**src/rtl/simple_processor_pkg.sv**
```systemverilog
// Shared types for the simple processor: ALU function codes, opcode map,
// decoded-field bundle and the combinational instruction decoder.
package simple_processor_pkg;

    localparam int DATA_WIDTH     = 32;
    localparam int REG_ADDR_WIDTH = 5;
    localparam int IMM_WIDTH      = 6;
    localparam int OPCODE_WIDTH   = 6;

    typedef enum logic [3:0] {
        ADD, ADDI, SUB, LAND, LOR, LXOR, SLL, SLLI, SLR, SLRI, INVALID
    } func_t;

    localparam logic [OPCODE_WIDTH-1:0] OP_SLL  = 6'h00;
    localparam logic [OPCODE_WIDTH-1:0] OP_SLLI = 6'h01;
    localparam logic [OPCODE_WIDTH-1:0] OP_SLR  = 6'h02;
    localparam logic [OPCODE_WIDTH-1:0] OP_SLRI = 6'h03;
    localparam logic [OPCODE_WIDTH-1:0] OP_ADD  = 6'h04;
    localparam logic [OPCODE_WIDTH-1:0] OP_ADDI = 6'h05;
    localparam logic [OPCODE_WIDTH-1:0] OP_SUB  = 6'h06;
    localparam logic [OPCODE_WIDTH-1:0] OP_AND  = 6'h07;
    localparam logic [OPCODE_WIDTH-1:0] OP_OR   = 6'h08;
    localparam logic [OPCODE_WIDTH-1:0] OP_XOR  = 6'h09;

    typedef struct packed {
        func_t                     func;
        logic [REG_ADDR_WIDTH-1:0] rd;
        logic [REG_ADDR_WIDTH-1:0] rs1;
        logic [REG_ADDR_WIDTH-1:0] rs2;
        logic [IMM_WIDTH-1:0]      imm;
        logic                      illegal;
    } dec_fields_t;

    localparam dec_fields_t DEC_RESET = '{
        func: INVALID, rd: '0, rs1: '0, rs2: '0, imm: '0, illegal: 1'b0
    };

    // Bits [10:6] are reserved; register and immediate fields pass through
    // even for an unknown opcode.
    function automatic dec_fields_t decode_instr(input logic [DATA_WIDTH-1:0] instr);
        dec_fields_t d;
        d.rd      = instr[25:21];
        d.rs1     = instr[20:16];
        d.rs2     = instr[15:11];
        d.imm     = instr[5:0];
        d.illegal = 1'b0;
        case (instr[31:26])
            OP_SLL:  d.func = SLL;
            OP_SLLI: d.func = SLLI;
            OP_SLR:  d.func = SLR;
            OP_SLRI: d.func = SLRI;
            OP_ADD:  d.func = ADD;
            OP_ADDI: d.func = ADDI;
            OP_SUB:  d.func = SUB;
            OP_AND:  d.func = LAND;
            OP_OR:   d.func = LOR;
            OP_XOR:  d.func = LXOR;
            default: begin
                d.func    = INVALID;
                d.illegal = 1'b1;
            end
        endcase
        return d;
    endfunction

endpackage

```
**src/rtl/skid_buffer.sv**
```systemverilog
// Two-entry valid/ready buffer (registered main output + skid) with flush.
// in_ready comes only from registered state and reset, never from out_ready.
module skid_buffer #(
    parameter type T         = logic [7:0],
    parameter T    RESET_VAL = '0
) (
    input  logic clk,
    input  logic rst,
    input  logic flush,
    input  T     in_data,
    input  logic in_valid,
    output logic in_ready,
    output T     out_data,
    output logic out_valid,
    input  logic out_ready
);

    T     skid_data;
    logic skid_valid;
    logic in_fire;
    logic out_fire;

    assign in_ready = !skid_valid && !rst;
    assign in_fire  = in_valid && in_ready;
    assign out_fire = out_valid && out_ready;

    always_ff @(posedge clk) begin
        if (rst) begin
            out_valid  <= 1'b0;
            skid_valid <= 1'b0;
            out_data   <= RESET_VAL;
            skid_data  <= RESET_VAL;
        end else if (flush) begin
            out_valid  <= 1'b0;
            skid_valid <= 1'b0;
        end else if (!out_valid || out_fire) begin
            // in_ready is low whenever skid is occupied, so no collision here
            if (skid_valid) begin
                out_data   <= skid_data;
                out_valid  <= 1'b1;
                skid_valid <= 1'b0;
            end else begin
                out_valid <= in_fire;
                if (in_fire) out_data <= in_data;
            end
        end else if (in_fire) begin
            skid_data  <= in_data;
            skid_valid <= 1'b1;
        end
    end

endmodule

```
**src/rtl/instr_decoder.sv**
```systemverilog
// Decode stage: decodes fetch words combinationally, buffers decoded fields in
// a two-entry skid buffer, and counts instructions handed to execute.
module instr_decoder
    import simple_processor_pkg::*;
(
    input  logic                      clk_i,
    input  logic                      rst_i,
    input  logic [DATA_WIDTH-1:0]     instr_i,
    input  logic                      instr_valid_i,
    output logic                      instr_ready_o,
    input  logic                      flush_i,
    output func_t                     func_o,
    output logic [REG_ADDR_WIDTH-1:0] rd_addr_o,
    output logic [REG_ADDR_WIDTH-1:0] rs1_addr_o,
    output logic [REG_ADDR_WIDTH-1:0] rs2_addr_o,
    output logic [IMM_WIDTH-1:0]      imm_o,
    output logic                      illegal_o,
    output logic                      dec_valid_o,
    input  logic                      dec_ready_i,
    output logic [15:0]               dec_count_o,
    output logic [7:0]                illegal_count_o
);

    dec_fields_t in_fields;
    dec_fields_t out_fields;
    logic        out_fire;
    logic        reserved_unused;

    assign in_fields       = decode_instr(instr_i);
    assign reserved_unused = ^instr_i[10:6];

    skid_buffer #(
        .T         (dec_fields_t),
        .RESET_VAL (DEC_RESET)
    ) u_skid (
        .clk       (clk_i),
        .rst       (rst_i),
        .flush     (flush_i),
        .in_data   (in_fields),
        .in_valid  (instr_valid_i),
        .in_ready  (instr_ready_o),
        .out_data  (out_fields),
        .out_valid (dec_valid_o),
        .out_ready (dec_ready_i)
    );

    assign func_o     = out_fields.func;
    assign rd_addr_o  = out_fields.rd;
    assign rs1_addr_o = out_fields.rs1;
    assign rs2_addr_o = out_fields.rs2;
    assign imm_o      = out_fields.imm;
    assign illegal_o  = out_fields.illegal;

    // An output handshake in a flush cycle still counts.
    assign out_fire = dec_valid_o && dec_ready_i;

    always_ff @(posedge clk_i) begin
        if (rst_i) begin
            dec_count_o     <= '0;
            illegal_count_o <= '0;
        end else if (out_fire) begin
            dec_count_o <= dec_count_o + 16'd1;
            if (illegal_o && illegal_count_o != 8'hFF)
                illegal_count_o <= illegal_count_o + 8'd1;
        end
    end

endmodule

```
**config.mk**
```make
export PLATFORM = sky130hd
export DESIGN_NAME = instr_decoder
export DESIGN_NICKNAME = d
export VERILOG_FILES = /design/src/rtl/simple_processor_pkg.sv /design/src/rtl/skid_buffer.sv /design/src/rtl/instr_decoder.sv
export SDC_FILE = /design/constraint.sdc
export NUM_CORES = 1
export LEC_CHECK = 0
export BUFFER_PORTS_ARGS = -buffer_cell sky130_fd_sc_hd__buf_2
export CAP_MARGIN = 10
export CELL_PAD_IN_SITES_DETAIL_PLACEMENT = 1
export CELL_PAD_IN_SITES_GLOBAL_PLACEMENT = 1
export CORE_MARGIN = 2
export CORE_UTILIZATION = 41
export CTS_BUF_LIST = sky130_fd_sc_hd__clkbuf_16
export DETAILED_ROUTE_END_ITERATION = 8
export PLACE_DENSITY_LB_ADDON = 0.3
export SETUP_SLACK_MARGIN = 0.05
export SYNTH_ARGS = -nofsm -noshare
export SYNTH_HDL_FRONTEND = slang
export SYNTH_SLANG_ARGS = --single-unit
```
**constraint.sdc**
```tcl
create_clock -name clk_i -period 4.05 [get_ports clk_i]
set_clock_uncertainty 0.15 [all_clocks]
set_input_delay 0 -clock clk_i [delete_from_list [all_inputs] [get_ports clk_i]]
set_output_delay 0 -clock clk_i [all_outputs]
set_load 0.1 [all_outputs]
```
==> results of run 1 <==
-- routing by layer --
metal,up-vias,track usage [%]
li1,1557,-
met1,1504,25.77
met2,55,37.68
met3,8,3.050
met4,0,7.005
met5,-,0
-- layout by cell type, fill, tap and decap left out, drive strengths merged, types with 3 or more instances in the layout --
cell,instances
buf,86
dfxtp,78
nand2,55
nor2,44
dlygate4sd3,38
a21oi,33
mux2i,24
a211oi,23
nand3,12
o21ai,10
clkbuf,9
nand4,8
or3,7
xor2,7
and4,6
xnor2,6
inv,5
nand2b,5
nor3,4
nor4,4
a211o,3
a311oi,3
clkinv,3
-- worst register-to-register path, stage by stage, from the launching register on --
cell,delay (ps)
dfxtp_1,620
nand2b_1,230
or4_1,970
nor4_1,390
dlygate4sd3_1,590
o21bai_1,60
-- power breakdown --
| part | internal, W | total (W) | switching (W) |
|---|---|---|---|
| Clock | 0.000536 | 0.000850 | 0.000314 |
| Combinational | 0.0000638 | 0.000241 | 0.000177 |
| Sequential | 0.000784 | 0.000795 | 0.0000116 |
| Total | 0.00138 | 0.00189 | 0.000502 |
-- layout make-up --
cell class,count,share of cell area (%)
timing repair buffer,124,18.28
clock buffer,9,5.032
tap,102,2.852
multi-input combinational,271,36.57
clock inverter,7,2.013
sequential,78,34.92
inverter,4,0.3355
-- through the flow --
stage	instance area [um^2]	total power, W	instances
after global placement	3780	0.001024	541
after detailed placement	3780	0.001029	541
after floorplan	3308	0.0009780	379
after CTS	4476	0.001901	595
final	4476	0.001886	595
after global routing	4476	0.001959	595
-- registers in the layout, summed over array words and instances, names as in the netlist --
| name | cells |
|---|---|
| u_skid.out_valid | 1 |
| u_skid.out_data | 26 |
| dec_count_o | 16 |
| u_skid.skid_data | 26 |
| u_skid.skid_valid | 1 |
| illegal_count_o | 8 |
-- cell usage after synthesis (all sizes together) --
cell type	n
a41oi	1
nand3	12
a2bb2oi	1
o21bai	2
o21a	1
nor2b	2
mux2i	24
a311oi	3
xnor2	6
a41o	1
nand2	55
nor4	4
ha	2
inv	4
a211oi	23
buf	12
a311o	1
a211o	3
a221oi	1
nor3	4
and2	1
nor2	44
and4	6
and3b	1
xor2	7
nand4	8
or3	7
clkbuf	14
nand2b	5
dfxtp	78
or4	2
a31oi	1
a21oi	33
o21ai	10
-- cell families (layout without fill, tap and decap cells) --
group,after synthesis,after routing
simple gates,151,151
mux,24,24
flops,78,78
xor+xnor,13,13
buf+inv,30,144
fa+ha+maj,2,2
compound gates,81,81
-- final timing paths --
kind / slack, ps / end / cells after the start / startpoint
worst max-delay path: 940 / u_skid.skid_data[23] / 5 / u_skid.out_valid
worst min-delay path: 50 / u_skid.skid_data[25] / 4 / instr_i[29]
worst max register to register: 940 / u_skid.skid_data[23] / 5 / u_skid.out_valid
worst min register to register: 310 / u_skid.skid_data[16] / 2 / u_skid.skid_data[16]
==> out/metrics.cfg, run 1 <==
[clock_tree]
clk_pin_slew_ps = 60
hold_buffers = 38
cts_resized = 0
cts_buffer_depth = 2
post_cts_buffers = 0
cts_buffers = 9
clk_latency_ps = 330
htree_num_levels = 3
cts.sinks = 78
cts_tree = done
cts_root_buf = clkbuf_16

[grt]
grt_pass1_vias = 3156
track_usage_pct = 21.04
antenna_found_initial = 0
grt_pass1_wl_um = 14830
grt_start_max_net_pins = 60
grt_overflow_total = 0

[drt]
wl_per_cell_um = 14.83
drc = 0
vias_per_cell = 5.250
wl_met1_um = 3977
vias = 3124
wl_um = 8824
wl_met2_um = 4494
first_pass_iters = 4
drtIter0Drc = 102
highest_layer = met4
ant_nets = 0
wl_met3_um = 243

[floorplan]
top_level_ports = 89
start_util_pct = 42.59
rows = 32
die_h_um = 93.83
die_w_um = 93.83
core_area_mm2 = 0.007767
die-area_mm2 = 0.008803

[synthesis]
synthSimpleGateAreaFrac_pct = 21.63
netlist_instances = 379
synth_xor_area_share_pct = 3.442
synthMuxAreaShare_pct = 7.262
synth_compound_area_share_pct = 15.77
synth_top_family_by_area = simple AND/OR/NAND/NOR gates
synth_top_cell_by_area = dfxtp_1
syn-num-nets = 418
synth_top_area_share_pct = 47.20
synthTopCellsByArea = dfxtp_1, mux2i_1, nand2_1, a211oi_1, a21oi_1
ys_ff_latch = 78
synth.avg_cell_area_um2 = 8.729
ys_seq_area_share_pct = 47.20
ys_types = 38
synthAdderAreaFrac_pct = 0.7564
syn_area_mm2 = 0.003308
yosys_warnings = 0

[critical_path]
cp.arrival_ps = 3170
cp.required_ps = 4110
cp-end-kind = flop
path_buf_inv = 1
cp_top_family = simple AND/OR/NAND/NOR gates
worstPathMaxFanout = 26
critPathKind = flop to flop
critPathMaxStageDelay_ps = 970
cp_slowest_cell = or4_1
path_cells = nand2b_1, or4_1, nor4_1, dlygate4sd3_1, o21bai_1
start_kind = flop

[sta]
layout_min_cycle_time_ps = 3111
rsz0062_at_grt = no
setup_violations = 0
final-hold-violation-count = 0
slew_headroom_pct = 34.20
worst_pin_slew_ps = 987.1
whs_ps = 45.35
slew_violations = 0
post-route-period-util_pct = 76.81
timing.fmax_mhz = 321.5
tns_ps = 0
fin_ws_ps = 939.3

[place]
portBuffers = 83
dp_hpwl_um = 5526
pre_cts_ws_ps = 1340
routabilityCongestion = 0.7870

[finish]
fin_nets = 527
fillers = 934
drive_gt1_share_pct = 21.30
diodes = 0
regArea_mm2 = 0.001563
final_util_pct = 57.62
area_delta_synth_final_pct = 35.29
multi_input_area_mm2 = 0.001637

[flow_run]
cap_viol_max_count = 0

[status]
run_status = finished clean

[pwr]
vdd_drop_max_uv = 346.2
power.density_mw_per_mm2 = 421.4
p_leak_nw = 1.734

[hold_path]
hold_path.class = primary input to flop

(Power assumes the default switching activity.)
==> run 2: changes to the inputs <==
--- a/config.mk
+++ b/config.mk
@@ -5,12 +5,13 @@
 export SDC_FILE = /design/constraint.sdc
 export NUM_CORES = 1
 export LEC_CHECK = 0
+export ABC_AREA = 1
 export BUFFER_PORTS_ARGS = -buffer_cell sky130_fd_sc_hd__buf_2
 export CAP_MARGIN = 10
 export CELL_PAD_IN_SITES_DETAIL_PLACEMENT = 1
 export CELL_PAD_IN_SITES_GLOBAL_PLACEMENT = 1
 export CORE_MARGIN = 2
-export CORE_UTILIZATION = 41
+export CORE_UTILIZATION = 37
 export CTS_BUF_LIST = sky130_fd_sc_hd__clkbuf_16
 export DETAILED_ROUTE_END_ITERATION = 8
 export PLACE_DENSITY_LB_ADDON = 0.3
==> constraint.sdc (replaced) <==
create_clock -name clk_i -period 3 [get_ports clk_i]
set_clock_uncertainty 0.15 [all_clocks]
set_input_delay 0 -clock clk_i [delete_from_list [all_inputs] [get_ports clk_i]]
set_output_delay 0 -clock clk_i [all_outputs]
set_load 0.1 [all_outputs]
==> run 2 against run 1 <==
  * Setup slack got worse by 530 ps
  * Final cell count rose by 27%
  * Clock power rose by 47%
  * Sequential cell count is the same
  * Non-clock buffer count up 2
  * Die area up 17%
  * Register-to-register slack worse by 390 ps
  * Critical path depth up 5
==> out/metrics.cfg, run 2 <==
[synthesis]
ys_ff_latch = 78  ; unchanged
synth.avg_cell_area_um2 = 6.917  ; -21%
ys_seq_area_share_pct = 44.35  ; -2.9 points
synth_commonest_cells = nand2_1, nor2_1, dfxtp_1, o21ai_0, inv_1
synth-edff-count = 0  ; unchanged
netlist_instances = 509  ; +34%
syn-num-nets = 548  ; +31%
yosys_warnings = 0  ; unchanged
synth_top_area_share_pct = 44.35  ; -2.9 points
synthTopCellsByArea = dfxtp_1, nand2_1, nor2_1, o21ai_0, inv_1
ys_types = 32  ; -16%
synth_top_flop_cell = dfxtp_1
yosysMostFrequentCell = nand2_1
syn_area_mm2 = 0.003521  ; +6.4%
synth_top_cell_by_area = dfxtp_1
async_flop_share_pct = 0  ; unchanged

[pwr]
p_sw_w = 0.0006997  ; +39%
power.density_mw_per_mm2 = 560.7  ; +33%
p_seq_share_pct = 40.3  ; -1.9 points
switching_share_pct = 26.39  ; -0.25 points
clkPwrFrac_pct = 47.1  ; +2.0 points
intPower_w = 0.001952  ; +41%
p_leak_nw = 2.176  ; +25%
vdd_drop_max_uv = 240.4  ; -31%
power_frac_comb_pct = 12.5  ; -0.3 points

[critical_path]
setup.worst_path.start = instr_i[30]
cp_slowest_cell = dlygate4sd3_1
cp.required_ps = 3120  ; -990 ps
r2r_start = u_skid.skid_valid
critPathMaxStageDelay_ps = 600  ; -370 ps
cp-end-kind = flop
cp_top_family = buffers and inverters
worstPathMaxFanout = 4  ; -85%
path_cells = dlygate4sd3_1, buf_2, nor2_1, dlygate4sd3_1, nand2_1, o21ai_0, and2_1, nand2_1, a21oi_1, dlygate4sd3_1
r2r.worst_path.cells = 7  ; +2
ff2ff_setup_slack_ps = 550  ; -390 ps
worstReg2RegEnd = u_skid.skid_data[22]
start_kind = primary input
critPathKind = primary input to flop
path_buf_inv = 4  ; +3
crit_path_frequent_cell = dlygate4sd3_1
cp.arrival_ps = 2720  ; -450 ps

[floorplan]
core_area_mm2 = 0.009240  ; +19%
top_level_ports = 89  ; unchanged
die-area_mm2 = 0.01031  ; +17%
start_util_pct = 38.10  ; -4.5 points
die_h_um = 101.6  ; +8.2%
die_w_um = 101.6  ; +8.2%
rows = 35  ; +9.4%

[hold_path]
min_to = u_skid.skid_data[23]
hold_path.class = primary input to flop
hold_depth = 6  ; +2
hp-start = instr_i[29]

[clock_tree]
cts_root_buf = clkbuf_16
post_cts_buffers = 0  ; unchanged
clk_pin_slew_ps = 60  ; about the same
htree_num_levels = 3  ; unchanged
cts_buffers = 9  ; unchanged
cts_buffer_depth = 2  ; unchanged
clk_latency_ps = 330  ; about the same
cts.sinks = 78  ; unchanged
cts_tree = done

[place]
routabilityCongestion = 0.8024  ; +2.0%
dp_hpwl_um = 6653  ; +20%
place_inst = 704  ; +30%
portBuffers = 83  ; unchanged

[finish]
largest_registers = u_skid.out_data: 26 flops, u_skid.skid_data: 26 flops, dec_count_o: 16 flops
drive_gt1_share_pct = 19.55  ; -1.7 points
multi_input_area_mm2 = 0.001680  ; +2.7%
stdcell_count = 758  ; +27%
fillers = 1209  ; +29%
regArea_mm2 = 0.001562  ; about the same
fin_nets = 663  ; +26%
area_delta_synth_final_pct = 34.29
final_cell_mix = nand2_1, nor2_1, buf_2
diodes = 0  ; unchanged
layout_commonest_cell = nand2_1

[sta]
worst_pin_slew_ps = 853.8  ; -133.3 ps
rsz0062_at_grt = no
slew_violations = 0  ; unchanged
layout_min_cycle_time_ps = 2594
timing.fmax_mhz = 385.5
tns_ps = 0  ; unchanged
final-hold-violation-count = 0  ; unchanged
setup_violations = 0  ; unchanged
slew_headroom_pct = 43.02  ; +8.8 points
post-route-period-util_pct = 86.47

[grt]
grt_start_max_net_pins = 36  ; -40%
antenna_found_initial = 0  ; unchanged
track_usage_pct = 21.56  ; +0.52 points
grt_overflow_total = 0  ; unchanged
grt_pass1_vias = 3850  ; +22%
grt_pass1_wl_um = 17780  ; +20%

[drt]
vias = 3683  ; +18%
drtIter0Drc = 87  ; -15%
ant_nets = 0  ; unchanged
vias_per_cell = 4.859  ; -7.5%
wl_um = 10540  ; +19%
drc = 0  ; unchanged
first_pass_iters = 4  ; unchanged
wl_per_cell_um = 13.90  ; -6.3%

[status]
run_status = finished clean

[flow_run]
cap_viol_max_count = 0  ; unchanged

[run 2: cell count changes after synthesis, sizes merged, moves of 6 or more]
cell	before	now
a211oi	23	1
and4	6	0
mux2i	24	0
nor2	44	114
nand2	55	123
o21ai	10	69
or3	7	0
nand4	8	2
inv	4	40
[run 2: area by class of cell]
type / instances / share of cell area [%]
Tap cell: 129 / 3.414
Clock inverter: 7 / 2.408
Sequential cell: 78 / 33.02
Clock buffer: 9 / 4.763
Timing Repair Buffer: 126 / 17.62
Multi-Input combinational cell: 369 / 35.54
Inverter: 40 / 3.228
[run 2: how the worst max path moves through the flow]
| stage | end | slack, ps | cells past startpoint |
|---|---|---|---|
| after floorplan | illegal_count_o[1] | 630 | 8 |
| after global placement | u_skid.out_data[0] | 940 | 6 |
| after detailed placement | u_skid.out_data[0] | 870 | 6 |
| after CTS | u_skid.skid_data[22] | 420 | 9 |
| after global routing | u_skid.skid_data[22] | 220 | 9 |
| final | u_skid.skid_data[22] | 410 | 10 |
[run 2: worst reg2reg max path: stages, from the launching register on]
cell	delay, ps
dfxtp_1	380
nor2_8	140
nand2_2	90
nor3_4	580
inv_4	240
nand2_1	120
a21oi_1	60
dlygate4sd3_1	570
[run 2: cells by family (layout without fill, tap and decap cells)]
logic type | Yosys count | count (layout) | synth area share [%]
buf+inv | 62 | 182 | 7.924
compound gates | 102 | 102 | 15.42
fa+ha+maj | 2 | 2 | 0.7106
simple gates | 259 | 259 | 30.10
xor+xnor | 6 | 6 | 1.493
flops | 78 | 78 | 44.35
[run 2: power groups by stage]
stage | logic (W) | clock network (W) | registers [W]
2_1_floorplan | 0.0000837 | 0 | 0.00124
3_3_place_gp | 0.000292 | 0 | 0.00109
3_5_place_dp | 0.000298 | 0 | 0.00109
4_1_cts | 0.000330 | 0.00127 | 0.00107
5_1_grt | 0.000356 | 0.00132 | 0.00107
6_report | 0.000332 | 0.00125 | 0.00107
[run 2: what timing repair did]
item                                   in CTS  in global routing
endpoints found under the hold margin      56                  0
hold buffers                               38                  0
gates resized for setup                     0                  0
[run 2: stage by stage]
stage | hold slack (ps) | setup WS [ps] | power, W | util (%) | area (um^2)
CTS | 3.034 | 417.7 | 0.002669 | 51.17 | 4728
global route | 76.99 | 218.6 | 0.002746 | 51.17 | 4728
finish | 24.76 | 405.8 | 0.002651 | 51.17 | 4728
global placement | 94.26 | 936.5 | 0.001383 | 43.39 | 4009
detailed placement | 112.7 | 869.2 | 0.001390 | 43.39 | 4009
floorplan | -88.47 | 631.4 | 0.001320 | - | 3521
[run 2: metal layers]
layer | up-vias | routed length [um] | global-route usage, %
met5 | - | 0 | 0
met4 | 0 | 220 | 9.148
met3 | 23 | 302 | 3.451
met2 | 72 | 5434 | 38.92
met1 | 1747 | 4579 | 25.12
li1 | 1841 | - | -
==> run 3: changes to the inputs <==
--- a/config.mk
+++ b/config.mk
@@ -5,13 +5,12 @@
 export SDC_FILE = /design/constraint.sdc
 export NUM_CORES = 1
 export LEC_CHECK = 0
-export ABC_AREA = 1
 export BUFFER_PORTS_ARGS = -buffer_cell sky130_fd_sc_hd__buf_2
 export CAP_MARGIN = 10
 export CELL_PAD_IN_SITES_DETAIL_PLACEMENT = 1
 export CELL_PAD_IN_SITES_GLOBAL_PLACEMENT = 1
 export CORE_MARGIN = 2
-export CORE_UTILIZATION = 37
+export CORE_UTILIZATION = 38
 export CTS_BUF_LIST = sky130_fd_sc_hd__clkbuf_16
 export DETAILED_ROUTE_END_ITERATION = 8
 export PLACE_DENSITY_LB_ADDON = 0.3
==> run 3 against run 2 <==
  * Total power fell by 5.5%
  * Combinational power fell by 2%
  * Hold slack improved by 3.0 ps
  * Setup slack improved by 210 ps
  * Count of clock-buffer cells in the layout did not move
  * Design area fell by 6.1%
  * Fmax rose by 8.6%
  * Critical path type is now flop to flop
  * Critical endpoint is now u_skid.skid_data[10]
  * Largest power group unchanged
==> out/metrics.cfg, run 3 (synthesis results as in run 1) <==
[grt]
grt_overflow_total = 0  ; unchanged
grt_pass1_wl_um = 14310  ; -20%
grt_pass1_vias = 3041  ; -21%
antenna_found_initial = 0  ; unchanged
grt_start_max_net_pins = 80  ; +120%
track_usage_pct = 18.37  ; -3.2 points

[drt]
wl_per_cell_um = 14.40  ; +3.6%
wl_um = 8614  ; -18%
vias = 3074  ; -17%
first_pass_iters = 4  ; unchanged
drtIter0Drc = 65  ; -25%
drc = 0  ; unchanged
ant_nets = 0  ; unchanged
vias_per_cell = 5.140  ; +5.8%

[finish]
layout_commonest_cell = buf_2
largest_registers = u_skid.out_data: 26 flops, u_skid.skid_data: 26 flops, dec_count_o: 16 flops
postLayoutCellArea_mm2 = 0.004439  ; -6.1%
area_delta_synth_final_pct = 34.19  ; about the same
fin_nets = 525  ; -21%
final_cell_mix = buf_2, dfxtp_1, nand2_1
diodes = 0  ; unchanged
fillers = 1044  ; -14%
drive_gt1_share_pct = 21.84  ; +2.3 points

[clock_tree]
cts_buffers = 9  ; unchanged
cts.sinks = 78  ; unchanged
cts_root_buf = clkbuf_16
cts_tree = done
htree_num_levels = 3  ; unchanged
cts_resized = 0  ; unchanged
clk_pin_slew_ps = 60  ; about the same
clk_latency_ps = 320  ; about the same
cts_buffer_depth = 2  ; unchanged

[critical_path]
cp.required_ps = 3020  ; -100 ps
cp-end-kind = flop
cp.arrival_ps = 2410  ; -310 ps
critPathKind = flop to flop
start_kind = flop
worstPathMaxFanout = 14  ; +10

[place]
dpl_cell_area_mm2 = 0.003824  ; -4.6%
routabilityCongestion = 0.7416  ; -7.6%
dp_hpwl_um = 5833  ; -12%
portBuffers = 83  ; unchanged

[pwr]
power.density_mw_per_mm2 = 564.5  ; +0.66%
vdd_drop_max_uv = 299.4  ; +25%
p_leak_nw = 1.711  ; -21%

[floorplan]
top_level_ports = 89  ; unchanged
die_h_um = 97.31  ; -4.2%
rows = 34  ; -2.9%
die_w_um = 97.31  ; -4.2%
start_util_pct = 38.50  ; +0.39 points
die-area_mm2 = 0.009468  ; -8.2%
core_area_mm2 = 0.008593  ; -7.0%

[sta]
tns_ps = 0  ; unchanged
timing.fmax_mhz = 418.8  ; +8.6%
rsz0062_at_grt = no
post-route-period-util_pct = 79.60  ; -6.9 points
layout_min_cycle_time_ps = 2388  ; -206.3 ps
slew_headroom_pct = 44.63  ; +1.6 points
slew_violations = 0  ; unchanged
final-hold-violation-count = 0  ; unchanged
setup_violations = 0  ; unchanged
worst_pin_slew_ps = 830.5  ; -23.22 ps

[status]
run_status = finished clean

[flow_run]
cap_viol_max_count = 0  ; unchanged

[hold_path]
hold_path.class = primary input to flop

run 3: cell count changes in the layout (fill, tap and decap cells not counted), moves of 6 or more:
cell and change:
a211oi_1 +22, mux2i_1 +24, dlygate4sd3_1 -7, a21oi_1 +7, o21ai_0 -50, and4_1 +6
o21ai_1 -6, or3_1 +7, nand4_1 +6, nor2_1 -60, nand2_1 -67, nor2_2 -9
inv_1 -33
run 3: routing by layer:
layer  vias up  wire [um]  part of all wire [%]  track usage (%)
met5         -          0                     0                0
met4         0        121                   1.4            7.479
li1       1557          -                     -                -
met1      1449       3979                    46            23.54
met3        11        312                   3.6            3.165
met2        57       4200                    49            30.77
run 3: final timing paths:
check,start,end,slack [ps],depth (start not counted)
hold / removal,instr_i[29],u_skid.skid_data[0],30,3
hold reg to reg,u_skid.skid_data[7],u_skid.skid_data[7],310,2
setup reg to reg,u_skid.out_valid,u_skid.skid_data[10],610,5
setup / recovery,u_skid.out_valid,u_skid.skid_data[10],610,5
run 3: cell type report:
cell class,instances,area (um^2),area share [%]
repair buffers,122,785.8,17.70
clock buffers,9,225.2,5.073
inverters,4,15.01,0.3382
well taps,108,135.1,3.044
flip-flops and latches,78,1562,35.17
multi-input cells,271,1637,36.87
clock inverters,6,80.08,1.804
run 3: worst max-delay path, cell delays in order (launching register included):
cell	delay, ps
dfxtp_1	590
nand2b_1	220
or4_1	810
buf_4	320
nand2_1	80
a21oi_1	60
run 3: timing repair:
| action | 4_1_cts | 5_1_grt |
|---|---|---|
| hold endpoints to repair | 52 | 0 |
| hold buffers | 31 | 0 |
| setup buffers | 0 | 0 |
run 3: power by group:
part / internal [W] / switching, W
clock: 0.000716 / 0.000393
combinational: 0.0000860 / 0.000239
sequential: 0.00106 / 0.0000140
total: 0.00186 / 0.000646
run 3: metrics by stage:
stage / total power [W] / hold WS [ps] / setup WS (ps) / util (%) / std cells
global route: 0.002599 / 82.74 / 411.6 / 51.66 / 598
CTS: 0.002533 / 11.17 / 574.7 / 51.66 / 598
global placement: 0.001386 / 102.4 / 652.1 / 44.50 / 552
floorplan: 0.001320 / -77.24 / 339.0 / - / 379
detailed placement: 0.001391 / 110.9 / 585.8 / 44.50 / 552
finish: 0.002506 / 27.78 / 612.1 / 51.66 / 598
